### config.mk
export PLATFORM = sky130hd
export DESIGN_NAME = div_sequencer
export DESIGN_NICKNAME = d
export VERILOG_FILES = /design/src/rtl/div_sequencer.sv
export SDC_FILE = /design/constraint.sdc
export NUM_CORES = 1
export LEC_CHECK = 0
export BUFFER_PORTS_ARGS = -buffer_cell sky130_fd_sc_hd__buf_4
export CAP_MARGIN = 20
export CORE_UTILIZATION = 56
export CTS_BUF_LIST = sky130_fd_sc_hd__clkbuf_2 sky130_fd_sc_hd__clkbuf_4 sky130_fd_sc_hd__clkbuf_8
export CTS_CLUSTER_DIAMETER = 60
export DETAILED_ROUTE_END_ITERATION = 7
export PLACE_DENSITY = 0.89
export SLEW_MARGIN = 40
export SYNTH_ARGS = -nofsm -noshare
export SYNTH_HDL_FRONTEND = slang
export SYNTH_SLANG_ARGS = --single-unit
### constraint.sdc
create_clock -name clk -period 4.22 [get_ports clk]
set_input_delay 0.633 -clock clk [delete_from_list [all_inputs] [get_ports clk]]
set_output_delay 0.633 -clock clk [all_outputs]
set_load 0.02 [all_outputs]
### src/rtl/div_sequencer.sv
// ---------------------------------------------------------------------------
// div_sequencer
//   Multi-cycle sequencer for MIPS DIV/DIVU in the EX stage. It holds the
//   pipeline while a 32-step restoring division runs, then presents the
//   quotient (LO) and remainder (HI) until EX advances.
//
// Ports
//   clk          rising-edge clock
//   resetn       asynchronous active-low reset
//   start        DIV/DIVU present in EX (held until the instruction leaves EX)
//   is_signed    1 = DIV, 0 = DIVU; sampled with start
//   opa / opb    dividend / divisor; sampled with start
//   annul        exception flush of EX; cancels any division in progress
//   stall_ext    pipeline held by another source this cycle
//   stall_div    request to stall the pipeline up to and including EX
//   result_valid hi_out/lo_out hold the result of the current division
//   hi_out       remainder
//   lo_out       quotient
// ---------------------------------------------------------------------------
`timescale 1ns/1ps

module div_sequencer (
  input  logic        clk,
  input  logic        resetn,
  input  logic        start,
  input  logic        is_signed,
  input  logic [31:0] opa,
  input  logic [31:0] opb,
  input  logic        annul,
  input  logic        stall_ext,
  output logic        stall_div,
  output logic        result_valid,
  output logic [31:0] hi_out,
  output logic [31:0] lo_out
);

  typedef enum logic [1:0] {IDLE, CALC, DONE} state_e;

  state_e      state_q, state_d;
  logic [5:0]  cnt_q, cnt_d;
  logic [63:0] rq_q, rq_d;       // {partial remainder, dividend/quotient}
  logic [31:0] dvs_q, dvs_d;     // |divisor|
  logic        neg_a_q, neg_a_d;
  logic        neg_b_q, neg_b_d;
  logic        sgn_q, sgn_d;
  logic [31:0] hi_q, hi_d;
  logic [31:0] lo_q, lo_d;

  logic [31:0] abs_a, abs_b;
  logic [32:0] trial;
  logic        ge;
  logic [63:0] step;
  logic [31:0] q_fix, r_fix;

  assign abs_a = (is_signed && opa[31]) ? -opa : opa;
  assign abs_b = (is_signed && opb[31]) ? -opb : opb;

  // Upper 33 bits of the left-shifted register are rq_q[63:31]. The partial
  // remainder is always below the divisor, so the trial difference stays
  // under 2^32 when it is non-negative: bit 32 is a clean borrow flag.
  assign trial = rq_q[63:31] - {1'b0, dvs_q};
  assign ge    = ~trial[32];
  assign step  = {(ge ? trial[31:0] : rq_q[62:31]), rq_q[30:0], ge};

  assign q_fix = (sgn_q && (neg_a_q ^ neg_b_q)) ? -step[31:0]  : step[31:0];
  assign r_fix = (sgn_q && neg_a_q)             ? -step[63:32] : step[63:32];

  // State register
  always_ff @(posedge clk or negedge resetn) begin
    if (!resetn) state_q <= IDLE;
    else         state_q <= state_d;
  end

  // Next-state logic
  always_comb begin
    state_d = state_q;
    if (annul) begin
      state_d = IDLE;
    end else begin
      case (state_q)
        IDLE: if (start) state_d = (opb == '0) ? DONE : CALC;
        CALC: if (cnt_q == 6'd31) state_d = DONE;
        DONE: if (!stall_ext) state_d = IDLE;
        default: state_d = IDLE;
      endcase
    end
  end

  // Outputs; resetn gates stall_div so a held start cannot stall during reset
  always_comb begin
    stall_div    = 1'b0;
    result_valid = 1'b0;
    if (resetn && !annul) begin
      case (state_q)
        IDLE:    stall_div    = start;
        CALC:    stall_div    = 1'b1;
        DONE:    result_valid = 1'b1;
        default: ;
      endcase
    end
  end

  // Datapath next-state; hi/lo load only on the transition into DONE
  always_comb begin
    cnt_d   = cnt_q;
    rq_d    = rq_q;
    dvs_d   = dvs_q;
    neg_a_d = neg_a_q;
    neg_b_d = neg_b_q;
    sgn_d   = sgn_q;
    hi_d    = hi_q;
    lo_d    = lo_q;
    if (!annul) begin
      case (state_q)
        IDLE: begin
          if (start) begin
            rq_d    = {32'd0, abs_a};
            dvs_d   = abs_b;
            neg_a_d = opa[31];
            neg_b_d = opb[31];
            sgn_d   = is_signed;
            cnt_d   = '0;
            if (opb == '0) begin
              hi_d = opa;
              lo_d = '1;
            end
          end
        end
        CALC: begin
          rq_d  = step;
          cnt_d = cnt_q + 6'd1;
          if (cnt_q == 6'd31) begin
            hi_d = r_fix;
            lo_d = q_fix;
          end
        end
        default: ;
      endcase
    end
  end

  always_ff @(posedge clk or negedge resetn) begin
    if (!resetn) begin
      cnt_q   <= '0;
      rq_q    <= '0;
      dvs_q   <= '0;
      neg_a_q <= 1'b0;
      neg_b_q <= 1'b0;
      sgn_q   <= 1'b0;
      hi_q    <= '0;
      lo_q    <= '0;
    end else begin
      cnt_q   <= cnt_d;
      rq_q    <= rq_d;
      dvs_q   <= dvs_d;
      neg_a_q <= neg_a_d;
      neg_b_q <= neg_b_d;
      sgn_q   <= sgn_d;
      hi_q    <= hi_d;
      lo_q    <= lo_d;
    end
  end

  assign hi_out = hi_q;
  assign lo_out = lo_q;

endmodule

==> Implementation_results.wiki <==
{| class="wikitable"
! Metric !! Value
|-
| Fraction of registers with async set/reset || 100%
|-
| Number of global-route vias before repair || 10,800
|-
| Worst slew margin relative to its limit || 52.1%
|-
| Share of cell area taken by muxes after synthesis || 2.06%
|-
| Most common cell after layout, fill and taps aside || nand2_1
|-
| Num Clock Sinks || 171
|-
| CTS root buf || clkbuf_8
|-
| Post-route DRC violation count || 0
|-
| Number of placed instances with taps included || 1,869
|-
| Critical path arrival || 4.29 ns
|-
| Fraction of the yosys area taken by sequential cells || 35.2%
|-
| Number of buffers created by CTS || 17
|-
| Adder-cell area share of the yosys netlist || 3.98%
|-
| Final cell area excluding filler cells || 0.0140 mm2
|-
| Post-route core utilization || 66.0%
|-
| Average routed wire per standard cell || 17.2 um
|-
| Ys Warns || 0
|-
| XOR/XNOR share of the synthesized area || 9.67%
|-
| Count of placed standard cells in the final layout, fillers left out || 1,903
|-
| Detailed Place HPWL || 24.7 mm
|-
| Main combinational cell family by area after synthesis || compound AO/OA/AOI/OAI gates
|-
| Starting density of the core || 57.4%
|-
| Violation count after the first detailed-route iteration || 1,027
|-
| Syn Inst Count || 1,511
|-
| Number of top-level pins || 136
|-
| P_leak || 5.96 nW
|-
| Area used by multi-input combinational logic || 0.00743 mm2
|-
| Sum of negative setup slack || 0 ns
|-
| TritonCTS clock tree || built
|-
| Setup CP Type || flop to flop
|-
| Antenna violations before repair || 0
|-
| PnR worst setup slack || 0.245 ns
|-
| Post-synthesis area per instance || 8.04 um2
|-
| Number of levels the H-tree was split into || 4
|-
| Clock Skews || 0.0141 ns
|-
| Fill cell count || 1,760
|-
| Share of the clock period used by the worst path after layout || 94.2%
|-
| Global route total overflow || 0
|-
| Area overhead of the layout relative to synthesis || 15.0%
|-
| CP max FO || 8
|-
| Worst slew pin tran || 0.718 ns
|-
| Number of nets produced by synthesis || 1,619
|-
| Number of vias after detailed routing || 11,600
|-
| Clock latency on the worst-skew pair || 0.47 ns
|-
| Worst setup path startpoint || rq_q[54]
|-
| Pins Over Slew Limit || 0
|-
| Status || finished clean
|-
| Total design power || 8.85 mW
|-
| Pwr per Cell Area || 634 mW/mm2
|-
| Pre-Repair DR Iteration Count || 6
|-
| Worst supply voltage drop on vdd || 0.276 mV
|-
| Total area of sequential cells || 0.00428 mm2
|-
| Worst slack at placement || 0.0423 ns
|-
| Achievable clock frequency || 0.252 GHz
|-
| Number of maximum-capacitance constraint violations || 0
|-
| Number of rows in the core area || 53
|-
| Leading cell types in the layout, fill and taps excluded || nand2_1, dfrtp_1, buf_4, nor2_1, a21oi_1
|-
| Post-Place Cell Area || 0.0134 mm2
|-
| Die Width || 149 um
|-
| Share of layout cells above drive strength 1 || 16.3%
|-
| Most instantiated flip-flop cell in the synthesis netlist || dfrtp_1
|-
| Total number of nets in the final design || 1,723
|-
| Final ANT Viol Nets || 0
|-
| Post-synthesis sequential element count || 171
|-
| First-pass GRT wire length || 53.3 mm
|-
| Number of hold buffers added after cts || 0
|-
| CTS max path bufs || 2
|-
| Worst hold slack || 0.0526 ns
|-
| Count of flip-flops with a built-in enable after synthesis || 0
|-
| Count of different cell masters after synthesis || 84
|-
| Mapped Area || 0.0121 mm2
|-
| Reg-to-reg startpoint || rq_q[54]
|-
| Synthesized-area fraction occupied by ao, oa, aoi and oai cells || 23.6%
|-
| Wirelength, routed || 32.8 mm
|-
| Placeable Area || 0.0212 mm2
|-
| Clock edge transition at the registers on the reported setup and hold paths || 0.09 ns
|-
| Final min period || 3.98 ns
|-
| Global router's overall resource usage || 30.0%
|-
| Ant. Diodes || 0
|-
| Final estimated routing congestion in global placement || 0.908
|-
| Final hold vios || 0
|-
| Pin count of the biggest net entering global routing || 139
|-
| Simple-gate share of the synthesized area || 21.1%
|-
| Path category of the worst min-delay check || input pin to async pin
|-
| Via-to-Cell Ratio || 6.09
|-
| Startpoint type of the worst setup path || flop
|-
| Die outline area || 0.0223 mm2
|-
| Finish-stage setup viols || 0
|-
| Required time of the critical path || 4.53 ns
|-
| Crit path capture type || flop
|-
| Vertical die dimension || 149 um
|-
| Buffers on Ports || 135
|}
[final cells by class]
class                   count  share of cell area, %
clock buffers              19                   1.78
inverters                  49                   1.32
repair buffers            168                   9.44
multi-input cells        1208                   53.2
well taps                 275                   2.46
clock inverters            13                   1.11
flip-flops and latches    171                   30.6
[registers in the layout, indices dropped and copies added, names as in the netlist]
signal / count
lo_out: 32
hi_out: 32
sgn_q: 1
cnt_q: 6
rq_q: 64
neg_a_q: 1
state_q: 2
dvs_q: 32
neg_b_q: 1
[final timing paths]
| kind | end | slack (ns) | cells after the start |
|---|---|---|---|
| worst min-delay path | rq_q[10] | 0.05 | 1 |
| min in group clk | state_q[1] | 0.39 | 3 |
| worst min register to register | dvs_q[23] | 0.49 | 2 |
| worst max-delay path | lo_out[28] | 0.24 | 18 |
| worst max register to register | lo_out[28] | 0.24 | 18 |
| max in group asynchronous | dvs_q[0] | 3.03 | 3 |
[logic make-up after synthesis]
kind of cell	after synthesis
adder cells (fa/ha/maj)	38
flip-flops	171
buffers and inverters	132
XOR/XNOR	134
AO/OA/AOI/OAI	473
AND/OR/NAND/NOR	539
multiplexers	24
[worst max-delay path, stage by stage (launching register included)]
cell      delay (ns)
dfrtp_1         0.44
ha_1            0.43
nand2_1         0.15
o21ai_1         0.34
a211oi_2        0.10
o21ba_2         0.26
a21oi_4         0.23
nor2_4          0.08
inv_2           0.13
ha_1            0.18
nand2_1         0.10
nor2_2          0.11
nand2_1         0.07
or4_4           0.47
nor2b_4         0.16
nand2_1         0.10
o31ai_2         0.21
xor2_1          0.17
a31oi_1         0.11
[report_power, final]
group | internal, mW | switching [mW]
combinational | 2.01 | 3.00
clock | 0.556 | 0.655
sequential | 2.15 | 0.489
total | 4.71 | 4.14
[timing repair]
action	CTS	global route
endpoints found under the setup margin	0	24
setup buffers	0	1
resized for setup	0	22
[layer usage]
metal | global-route usage [%] | vias up | share of wire [%] | wire length, um
met5 | 0 | - | 0 | 0
met4 | 11.5 | 0 | 2.4 | 798
met3 | 4.07 | 60 | 8.1 | 2640
met2 | 48.3 | 512 | 47 | 15200
met1 | 41.0 | 5444 | 43 | 14100
li1 | - | 5570 | - | -
[Yosys cell counts, types with 9 or more instances]
cell / number / area share (%)
and3_1: 11 / 0.57
o21ai_0: 145 / 6.0
a31oi_1: 44 / 2.3
or3_1: 17 / 0.88
a21oi_1: 145 / 6.0
nand2b_1: 9 / 0.46
a21o_1: 12 / 0.74
clkbuf_1: 55 / 1.7
inv_1: 48 / 1.5
or4_1: 9 / 0.56
and2_1: 12 / 0.62
mux2i_1: 18 / 1.5
nand2_1: 209 / 6.5
nor3_1: 21 / 0.87
nand3_1: 23 / 0.95
xor2_1: 61 / 4.4
o21a_1: 10 / 0.62
nand4_1: 11 / 0.57
nor2_1: 157 / 4.9
nor4_1: 19 / 0.98
o31ai_1: 22 / 1.4
buf_2: 18 / 0.74
ha_1: 37 / 3.8
xnor2_1: 73 / 5.3
o211ai_1: 12 / 0.74
o21ai_1: 12 / 0.49
dfrtp_1: 171 / 35
Power figures use the tool's default switching activity.
